File: config.mk
export PLATFORM = sky130hd
export DESIGN_NAME = w5500_spi_responder
export DESIGN_NICKNAME = d
export VERILOG_FILES = /design/src/rtl/w5500_spi_responder.sv
export SDC_FILE = /design/constraint.sdc
export NUM_CORES = 1
export LEC_CHECK = 0
export ABC_CLOCK_PERIOD_IN_PS = 6200
export CAP_MARGIN = 10
export CELL_PAD_IN_SITES_DETAIL_PLACEMENT = 0
export CELL_PAD_IN_SITES_GLOBAL_PLACEMENT = 1
export CORE_MARGIN = 3
export CORE_UTILIZATION = 45
export CTS_BUF_LIST = sky130_fd_sc_hd__clkbuf_4 sky130_fd_sc_hd__clkbuf_8 sky130_fd_sc_hd__clkbuf_16
export DETAILED_ROUTE_END_ITERATION = 16
export PLACE_DENSITY = 0.88
export SYNTH_ARGS = -nofsm -noshare
export SYNTH_HDL_FRONTEND = slang
export SYNTH_SLANG_ARGS = --single-unit
File: constraint.sdc
create_clock -name clk -period 6.2 [get_ports clk]
set_input_delay 1.24 -clock clk [delete_from_list [all_inputs] [get_ports clk]]
set_output_delay 1.24 -clock clk [all_outputs]
set_load 0.05 [all_outputs]
File: src/rtl/w5500_spi_responder.sv
`timescale 1ns/1ps
// w5500_spi_responder
//   SPI mode-0 slave terminating W5500-style frames: 16-bit address, control
//   byte {bsb[4:0], rwb, om[1:0]}, then data bytes. Writes become one-clk
//   register-bank strobes; reads fetch from the bank and shift out on miso.
//   All SPI pins are oversampled in the clk domain (clk >= 8x sck).
// Ports:
//   clk, rstn             system clock, async active-low reset
//   sck, cs_n, mosi       SPI inputs (asynchronous to clk)
//   miso, miso_oe         SPI output and its enable
//   wr_en/addr/bsb/data   write strobe, held until the next strobe
//   rd_req/addr/bsb       read request; rd_data valid the clk after rd_req
//   frame_done/abort      one-clk end-of-frame status pulses
module w5500_spi_responder #(
    parameter int SYNC_STAGES = 2
) (
    input  logic        clk,
    input  logic        rstn,
    input  logic        sck,
    input  logic        cs_n,
    input  logic        mosi,
    output logic        miso,
    output logic        miso_oe,
    output logic        wr_en,
    output logic [15:0] wr_addr,
    output logic [4:0]  wr_bsb,
    output logic [7:0]  wr_data,
    output logic        rd_req,
    output logic [15:0] rd_addr,
    output logic [4:0]  rd_bsb,
    input  logic [7:0]  rd_data,
    output logic        frame_done,
    output logic        frame_abort
);

    typedef enum logic [2:0] {IDLE, ADDR_HI, ADDR_LO, CTRL, DATA} state_t;

    logic [SYNC_STAGES-1:0] sck_sync, cs_sync, mosi_sync;
    logic                   sck_q;
    logic                   sck_s, cs_s, mosi_s, sck_rise, sck_fall;

    // Synchronizers reset to 0 so any 1 seen on cs_s really came from the pin.
    always_ff @(posedge clk or negedge rstn) begin
        if (!rstn) begin
            sck_sync  <= '0;
            cs_sync   <= '0;
            mosi_sync <= '0;
            sck_q     <= 1'b0;
        end else begin
            sck_sync  <= {sck_sync[SYNC_STAGES-2:0], sck};
            cs_sync   <= {cs_sync[SYNC_STAGES-2:0], cs_n};
            mosi_sync <= {mosi_sync[SYNC_STAGES-2:0], mosi};
            sck_q     <= sck_s;
        end
    end

    assign sck_s    = sck_sync[SYNC_STAGES-1];
    assign cs_s     = cs_sync[SYNC_STAGES-1];
    assign mosi_s   = mosi_sync[SYNC_STAGES-1];
    assign sck_rise = sck_s & ~sck_q;
    assign sck_fall = ~sck_s & sck_q;

    state_t      state;
    logic [2:0]  bit_cnt;
    logic [7:0]  rx, tx;
    logic [15:0] addr;
    logic [4:0]  bsb;
    logic        rwb;
    logic [1:0]  om;
    logic [2:0]  dcnt;
    logic        rd_pend;
    logic        armed;     // cs_n seen high since reset; gates frame start

    logic [7:0] rx_byte;
    logic       byte_done, in_lim, in_lim_nx, clean_end;
    logic [2:0] lim;

    always_comb begin
        rx_byte   = {rx[6:0], mosi_s};
        byte_done = sck_rise && (bit_cnt == 3'd7);
        case (om)
            2'd1:    lim = 3'd1;
            2'd2:    lim = 3'd2;
            default: lim = 3'd4;
        endcase
        in_lim    = (om == 2'd0) || (dcnt < lim);
        in_lim_nx = (om == 2'd0) || ((dcnt + 3'd1) < lim);
        // A byte completing in the same clk as cs_n rising counts as whole.
        clean_end = ((state == DATA) &&
                     (sck_rise ? (bit_cnt == 3'd7) : (bit_cnt == 3'd0))) ||
                    ((state == CTRL) && byte_done);
    end

    always_ff @(posedge clk or negedge rstn) begin
        if (!rstn) begin
            state       <= IDLE;
            bit_cnt     <= '0;
            rx          <= '0;
            tx          <= '0;
            addr        <= '0;
            bsb         <= '0;
            rwb         <= 1'b0;
            om          <= '0;
            dcnt        <= '0;
            rd_pend     <= 1'b0;
            armed       <= 1'b0;
            miso        <= 1'b0;
            miso_oe     <= 1'b0;
            wr_en       <= 1'b0;
            wr_addr     <= '0;
            wr_bsb      <= '0;
            wr_data     <= '0;
            rd_req      <= 1'b0;
            rd_addr     <= '0;
            rd_bsb      <= '0;
            frame_done  <= 1'b0;
            frame_abort <= 1'b0;
        end else begin
            wr_en       <= 1'b0;
            rd_req      <= 1'b0;
            frame_done  <= 1'b0;
            frame_abort <= 1'b0;
            rd_pend     <= rd_req;
            miso_oe     <= armed & ~cs_s;
            if (cs_s) armed <= 1'b1;

            if (state == IDLE) begin
                miso    <= 1'b0;
                bit_cnt <= '0;
                dcnt    <= '0;
                if (armed && !cs_s) state <= ADDR_HI;
            end else begin
                if (sck_rise) begin
                    bit_cnt <= bit_cnt + 3'd1;
                    rx      <= rx_byte;
                end
                if (byte_done) begin
                    case (state)
                        ADDR_HI: begin
                            addr[15:8] <= rx_byte;
                            state      <= ADDR_LO;
                        end
                        ADDR_LO: begin
                            addr[7:0] <= rx_byte;
                            state     <= CTRL;
                        end
                        CTRL: begin
                            bsb   <= rx_byte[7:3];
                            rwb   <= rx_byte[2];
                            om    <= rx_byte[1:0];
                            state <= DATA;
                            if (!rx_byte[2]) begin
                                rd_req  <= 1'b1;
                                rd_addr <= addr;
                                rd_bsb  <= rx_byte[7:3];
                            end
                        end
                        default: begin  // DATA
                            addr <= addr + 16'd1;
                            if (in_lim) begin
                                dcnt <= dcnt + 3'd1;
                                if (rwb) begin
                                    wr_en   <= 1'b1;
                                    wr_addr <= addr;
                                    wr_bsb  <= bsb;
                                    wr_data <= rx_byte;
                                end else if (in_lim_nx) begin
                                    rd_req  <= 1'b1;
                                    rd_addr <= addr + 16'd1;
                                    rd_bsb  <= bsb;
                                end
                            end
                        end
                    endcase
                end
                if (sck_fall) begin
                    miso <= (state == DATA) && !rwb && in_lim && tx[7];
                    tx   <= {tx[6:0], 1'b0};
                end
                if (cs_s) begin
                    state <= IDLE;
                    miso  <= 1'b0;
                    if (clean_end) frame_done  <= 1'b1;
                    else           frame_abort <= 1'b1;
                end
            end
            // Fetched byte lands after any shift in the same clk.
            if (rd_pend) tx <= rd_data;
        end
    end

endmodule

[After elaboration in Yosys (flattened, before gate mapping)]
Cells that the tools add are included.
Word-level totals
  input port bits: 13
  logic and storage cells: 141
  output and inout bits: 56
  flip-flop bits (word level): 113
Cells by class
  reductions and logical operators: 37
  magnitude comparators: 2
  bitwise operators: 11
  equality and inequality tests: 12
  mux-type cells: 49
  add/subtract/negate cells: 3
Operators by type and width (number)
  $mux 16: 4
  $pmux 16 s2: 1
  $pmux 8 s2: 2
  $mux 3: 10
  $mux 8: 3
  $mux 1: 21
  $mux 5: 4
  $add 16x1->16 const B: 1
  $reduce_and 3->1: 5
  $reduce_bool 2->1: 6
  $pmux 5 s2: 1
  $pmux 3 s3: 1
  $not 1->1: 8
  $logic_and 1x1->1: 7
  $reduce_and 7->1: 1
  $add 3x1->3 const B: 2
  $eq 3x2->1 const B: 2
  $eq 3x3->1 const B: 2
  $logic_not 3->1: 2
  $lt 3x3->1: 2
  $ne 2x1->1 const B: 3
  $pmux 3 s2: 1
  $reduce_bool 3->1: 2
  $reduce_or 2->1: 3
  13 further kinds: 20

[Longest topological paths before layout]
Gate-level depths: netlist (run 1).
  depth after elaboration: 10
  gate-level depth with buffers: 10
  mapped depth without buffers: 9

[Least setup slack after synthesis (run 1)]
No wires, ideal clock.
  path kind: register to register
  start point: register dcnt[0]
  end point: register rd_addr[0]
  buffers on the path: 1
  path slack: 3855 ps
  period minus slack after synthesis: 2345 ps
  arrival time: 2220 ps
  setup time: 125 ps
  data required time: 6075 ps
  cell stages (with the launch flop): 10
  cell sequence: dfrtp_1 ha_1 xor2_1 ha_1 nand2_1 a21oi_1 a2111oi_4 o311ai_4 buf_6 mux2_4
Between the ends
  word-level cells in the longest chain between the ends: 5
  elaborated cells between the ends (all ways): 8
  classes of those cells: add/sub (1); order compare (2); reduce/logical (5)
RTL lines
  start: declaration: line 70  | logic [2:0] dcnt;
  start signal: assignment: line 161  | dcnt <= dcnt + 3'd1;
  $add 3x1->3: line 87  | in_lim_nx = (om == 2'd0) || ((dcnt + 3'd1) < lim);
  $lt 3x3->1: line 87
  $logic_or 1x1->1: line 87
  $reduce_bool 2->1 (no line)
  $reduce_and 7->1 (no line) *
  end signal: assignment: line 154  | rd_addr <= addr;
  end signal: assignment: line 169  | rd_addr <= addr + 16'd1;
  end: declaration: line 29  | output logic [15:0] rd_addr,
Every way passes the cells marked *; elsewhere a longest branch is shown, timed or not.
A chain may end at the register's enable or synchronous reset.

[Final worst setup path (run 1)]
  start point: register rd_bsb[4]
  end point: output rd_bsb[4]
RTL lines
  start: declaration: line 30  | output logic [4:0] rd_bsb,
  start signal: assignment: line 155  | rd_bsb <= rx_byte[7:3];
  start signal: assignment: line 170  | rd_bsb <= bsb;
No word-level cell between the ends.

==> metrics, run 1 <==
WP buf/inv=1; total number of vias=~3800; Multi-input gate area=2340 sq um; Design Power=slightly below 0.002 W; CORE AREA=between 10000 and 15000 sq um; Largest stage delay, worst path=around 0.8 ns; synthesized flop and latch total=113; fin crit period=2.87 ns; FF/Latch Area=2830 sq um; period utilization=between 40 and 50%; maxcap violations=0; YS warnings=0; Pins Over Slew Limit=0; Routed WL=roughly 12000 um; Clk Latency, worst-skew pair=between 0.4 and 0.5 ns; total track usage=19.1%; startpoint types=register; power per standard cell area=about 290 nW/um^2; CTS buffer count=17; RSZ-0062 raised after global routing=no; vias per inst=approximately 5.4; Slew @ Worst Pin=roughly 1 ns; first-pass GRT wire length=about 20000 um; Worst Hold Class=register to register; largest net degree at the start of global routing=74; final worst slack=3.33 ns; CTS root buffer=clkbuf_16; worst path required time=slightly below 5 ns; Die Y=115 um; prevailing post-synth register cell=dfrtp_1; syn avg cell area=between 10 and 15 sq um; Syn Std Cell Area=between 5000 and 6000 sq um; Setup CP Type=register to output port; Cell Count, Final, Fillers Out=roughly 700; Async S/R FF share, synth=100%; # rows=39; slowest CP cell=clkdlybuf4s50_1; initial antenna violation count=0; DR WL/cell=roughly 17 um; critical path's top delay family=buffers and inverters; placed inst area=6110 sq um; VDD IR max=0.000172 V; Port Buffers=68; # fillers=940; DRC=0; Fin. Hold Viols=0; Final HPWL DP=7830 um; P&R area growth vs syn=25.5%; Post-Place Setup Slack=between 3 and 4 ns; Max Freq=around 350 MHz; drt pass-1 iters=4; sequential area share after synthesis=52.7%; worst relative slew slack=33.8%; Post-Syn Nets=approximately 500; Setup TNS=0 ns; share of cells above drive strength 1=approximately a fifth; initial drt markers=~240; maximum clock path buffer count=2; number of global-route vias before repair=slightly below 4000; Sink Count=113; Die W=around 120 um; Post-synth EDFFs=0; critical path arrival=1.63 ns; distinct cell type count after synthesis=55; fin area=just under 7000 sq um; # resized after CTS=0; # Post-CTS Setup Buffers=0; Final Skew=roughly 0.0057 ns; leakage=around 3.1 nW; final net count=around 560; CTS tree=yes; routability congestion estimate=roughly 0.86; H-tree levels=4; clk slew on worst S/H paths=0.06 ns; final antenna-violating net count=0; status=completed; CP cell instances=clkdlybuf4s50_1; ant diodes=0; full die area=around 13000 sq um; CP Capture Type=output port; grt ovf=0; Synth Instances=470; dpl cells=661; Ports=about 70; Setup-failing EPs final=0; initial core utilization=approximately 46%; cts hold-fix bufs=0; CP Max Fanout=2
area by class of cell:
class / count / share of cell area, %
Sequential cell: 113 / 41.9
Multi-Input combinational cell: 319 / 34.7
Timing Repair Buffer: 73 / 10.6
Clock buffer: 19 / 6.63
Clock inverter: 13 / 2.77
Tap cell: 143 / 2.65
Inverter: 13 / 0.724
logic make-up after synthesis:
kind of cell / Yosys count / synth area share, %
XOR/XNOR: 19 / 3.10
AO/OA/AOI/OAI: 77 / 9.39
buffers and inverters: 38 / 3.82
AND/OR/NAND/NOR: 139 / 12.0
multiplexers: 72 / 16.2
adder cells (fa/ha/maj): 12 / 2.80
flip-flops: 113 / 52.7
through the flow:
step	util [%]	hold WS [ns]
detailed placement	52.8	0.336
CTS	58.3	0.347
global route	58.3	0.354
floorplan	-	0.331
global placement	52.8	0.333
finish	58.3	0.346
registers in the layout (all words and copies together) (netlist names), 3 cells and up:
name / flops
bit_cnt: 3
wr_data: 8
dcnt: 3
addr: 16
state: 3
tx: 8
bsb: 5
rd_addr: 16
wr_bsb: 5
rx: 7
wr_addr: 16
rd_bsb: 5
placed cells by master, fill, tap and decap left out, types with 2 or more instances in the layout:
master	instances
a211oi_1	2
a21oi_1	25
a22oi_1	2
a2bb2oi_1	4
a31oi_1	4
buf_4	6
bufinv_16	4
clkbuf_16	17
clkdlybuf4s50_1	67
clkinv_2	2
clkinv_4	3
clkinvlp_4	4
dfrtp_1	113
ha_1	12
inv_1	13
mux2_2	43
mux2_4	19
mux2i_1	10
nand2_1	58
nand2b_1	6
nand3_1	11
nand3b_1	2
nand4_1	2
nor2_1	32
nor2_2	3
nor2b_1	4
nor3_1	7
o21ai_0	20
o22a_1	4
o22ai_1	6
or2_2	2
xnor2_1	13
xor2_1	6
power breakdown:
group / total, W / switching (W) / internal, W / leakage (nW)
Clock: 0.00103 / 0.000347 / 0.000687 / 0.299
Sequential: 0.000840 / 0.0000634 / 0.000776 / 1.53
Combinational: 0.0000828 / 0.0000412 / 0.0000417 / 1.27
Yosys cell counts (2+ instances only):
cell	n	area, sq um
mux2_4	19	285
o22ai_1	6	37.5
inv_1	13	48.8
dfrtp_1	113	2830
buf_4	4	30.0
buf_6	3	33.8
nor3_1	7	35.0
a211oi_1	2	15.0
clkbuf_1	3	11.3
a22oi_1	2	15.0
xnor2_1	13	114
nand4_1	2	12.5
ha_1	12	150
nand2b_1	6	37.5
xor2_1	6	52.6
nand3_1	11	55.1
o21ai_0	20	100
a21oi_1	25	125
a2bb2oi_1	4	35.0
nand2_1	58	218
mux2i_1	10	100
o22a_1	4	35.0
nand3b_1	2	15.0
buf_2	11	55.1
nor2b_1	4	25.0
or2_2	2	12.5
a31oi_1	4	25.0
nor2_1	32	120
buf_1	2	7.51
nor2_2	3	18.8
mux2_2	43	484
metal layers:
metal / vias up / wire length [um] / track usage [%]
met5: - / 0 / 0
met4: 0 / 176 / 6.57
met3: 16 / 496 / 4.42
met2: 104 / 5580 / 30.2
met1: 1882 / 5450 / 25.8
li1: 1773 / - / -
worst paths after layout:
check	start	endpoint	slack (ns)	cells past startpoint
min in group asynchronous	rstn	rd_addr[4]$_DFFE_PN0P_	0.79	1
worst min register to register	cs_sync[0]$_DFF_PN0_	cs_sync[1]$_DFF_PN0_	0.35	0
max in group asynchronous	rstn	addr[10]$_DFFE_PN0P_	4.10	2
worst min-delay path	cs_sync[0]$_DFF_PN0_	cs_sync[1]$_DFF_PN0_	0.35	0
worst max-delay path	rd_bsb[4]$_DFFE_PN0P_	rd_bsb[4]	3.33	1
worst max register to register	dcnt[0]$_DFFE_PN0P_	rd_bsb[0]$_DFFE_PN0P_	3.52	9
No activity file was read; power rests on OpenSTA's default activity.
==> run 2: changes to the inputs <==
==> config.mk (replaced) <==
export PLATFORM = sky130hd
export DESIGN_NAME = w5500_spi_responder
export DESIGN_NICKNAME = d
export VERILOG_FILES = /design/src/rtl/w5500_spi_responder.sv
export SDC_FILE = /design/constraint.sdc
export NUM_CORES = 1
export LEC_CHECK = 0
export ABC_CLOCK_PERIOD_IN_PS = 2900
export CAP_MARGIN = 10
export CELL_PAD_IN_SITES_DETAIL_PLACEMENT = 0
export CELL_PAD_IN_SITES_GLOBAL_PLACEMENT = 1
export CORE_MARGIN = 3
export CORE_UTILIZATION = 44
export CTS_BUF_LIST = sky130_fd_sc_hd__clkbuf_4 sky130_fd_sc_hd__clkbuf_8 sky130_fd_sc_hd__clkbuf_16
export DETAILED_ROUTE_END_ITERATION = 16
export PLACE_DENSITY = 0.86
export SYNTH_ARGS = -nofsm -noshare
export SYNTH_HDL_FRONTEND = slang
export SYNTH_SLANG_ARGS = --single-unit
==> constraint.sdc (replaced) <==
create_clock -name clk -period 2.9 [get_ports clk]
set_input_delay 0.58 -clock clk [delete_from_list [all_inputs] [get_ports clk]]
set_output_delay 0.58 -clock clk [all_outputs]
set_load 0.05 [all_outputs]
==> metrics, run 2 (synthesis gave the netlist of run 1 again) <==
DRC=0; Pins Over Slew Limit=0; initial drt markers=between 200 and 250; Largest stage delay, worst path=approximately 0.43 ns; Switching Share=~22%; final net count=roughly 570; Routed WL=around 12000 um; cts hold-fix bufs=0; leakage=around 3.1 nW; CP cell instances=ha_1 > xor2_1 > ha_1 > nand2_1 > a21oi_1 > a2111oi_4 > o311ai_4 > buf_12 > mux2_2; CP Capture Type=register; ant diodes=0; Setup-failing EPs final=0; Max Freq=slightly below 400 MHz; Design Power=between 0.004 and 0.005 W; CTS root buffer=clkbuf_16; power per standard cell area=roughly 600 nW/um^2; WP buf/inv=1; grt ovf=0; Ports=around 70; first-pass GRT wire length=approximately 19000 um; total track usage=around a fifth; DR WL/cell=~17 um; initial antenna violation count=0; period utilization=about nine tenths; Power Internal=between 0.003 and 0.004 W; Comb pwr share=between 4 and 5%; clk slew on worst S/H paths=roughly 0.05 ns; Setup TNS=0 ns; Clk Latency, worst-skew pair=0.41 ns; internal reg-to-reg setup slack=0.33 ns; initial core utilization=roughly 46%; RSZ-0062 raised after global routing=no; critical path arrival=2.86 ns; Fin. Hold Viols=0; Setup CP Type=register to register; Slew @ Worst Pin=0.698 ns; routability congestion estimate=0.855; # Post-CTS Setup Buffers=0; Final Skew=between 0.01 and 0.015 ns; Largest regs=addr x16, rd_addr x16, wr_addr x16; full die area=between 10000 and 15000 sq um; total number of vias=~3700; Clk pwr share=51.7%; fin crit period=2.57 ns; VDD IR max=0.000372 V; final core utilization=58.1%; # resized after CTS=0; commonest non-fill, non-tap cell in the layout=dfrtp_1; most frequent CP cell=ha_1; commonest cells after routing, fill and taps aside=dfrtp_1 (113), clkdlybuf4s50_1 (67), nand2_1 (58); status=completed; # rows=39; final antenna-violating net count=0; largest net degree at the start of global routing=69; worst path required time=3.19 ns; drt pass-1 iters=4; Die Y=~120 um; maxcap violations=0; CTS tree=yes; vias per inst=between 5 and 6; Switching Power=approximately 0.00091 W; Worst Hold Class=primary input to asynchronous set/reset pin; CTS buffer count=17; Sink Count=approximately 110; worst relative slew slack=between 50% and 60%; P&R area growth vs syn=26.1%; CORE AREA=11700 sq um; Final HPWL DP=around 8000 um; share of cells above drive strength 1=between 20% and 30%; critical path's top delay family=adder cells; startpoint types=register; Port Buffers=68; H-tree levels=4; sequential power share=between 40% and 50%; maximum clock path buffer count=2; number of global-route vias before repair=around 3900; CP Max Fanout=22; slowest CP cell=dfrtp_1; Die W=~120 um
==> run 2: changes by cell type in the layout (fill, tap and decap cells not counted), sizes merged <==
cell	before	now
bufinv	4	3
clkinvlp	4	2
buf	6	10
clkbuf	19	22
==> run 2: worst reg2reg max path, stage by stage (launching register included) <==
cell       delay [ns]
dfrtp_1          0.43
ha_1             0.26
xor2_1           0.16
ha_1             0.36
nand2_1          0.08
a21oi_1          0.22
a2111oi_4        0.07
o311ai_4         0.26
buf_12           0.25
mux2_2           0.36
==> run 2: worst paths after layout <==
path | start | to | cells past startpoint
worst min register to register | mosi_sync[0]$_DFF_PN0_ | mosi_sync[1]$_DFF_PN0_ | 0
max in group asynchronous | rstn | bit_cnt[2]$_DFFE_PN0P_ | 2
worst min-delay path | rstn | wr_addr[4]$_DFFE_PN0P_ | 1
worst max register to register | dcnt[0]$_DFFE_PN0P_ | rd_bsb[0]$_DFFE_PN0P_ | 9
worst max-delay path | dcnt[0]$_DFFE_PN0P_ | rd_bsb[0]$_DFFE_PN0P_ | 9
min in group clk | mosi_sync[0]$_DFF_PN0_ | mosi_sync[1]$_DFF_PN0_ | 0
==> run 2: power groups by stage <==
stage                     Clock [W]  Combinational [W]  Sequential (W)
after floorplan                   0           0.000110         0.00176
after global placement            0           0.000178         0.00181
after detailed placement          0           0.000184         0.00181
after CTS                   0.00214           0.000186         0.00179
after global routing        0.00222           0.000211         0.00180
final                       0.00211           0.000182         0.00179
==> run 2: routing by layer <==
metal | GRT usage (%) | routed length [um] | part of all wire (%)
met5 | 0 | 0 | 0
met1 | 25.1 | 5150 | 44
met4 | 7.97 | 197 | 1.7
met3 | 4.87 | 657 | 5.7
met2 | 28.9 | 5600 | 48
==> run 2: cell type report <==
class	instances	area, sq um
Clock buffer	22	475
Multi-Input combinational cell	319	2340
Tap cell	143	179
Clock inverter	10	134
Inverter	13	48.8
Timing Repair Buffer	77	771
Fill cell	959	4890
Sequential cell	113	2830
==> run 2: per-stage QoR <==
step / worst slack, ns / hold WS, ns / cell area [sq um] / cells
floorplan: 0.555 / 0.284 / 5370 / 470
global placement: 0.468 / 0.333 / 6160 / 665
detailed placement: 0.365 / 0.335 / 6160 / 665
CTS: 0.332 / 0.0654 / 6770 / 697
global route: 0.216 / 0.0756 / 6770 / 697
finish: 0.330 / 0.0650 / 6770 / 697
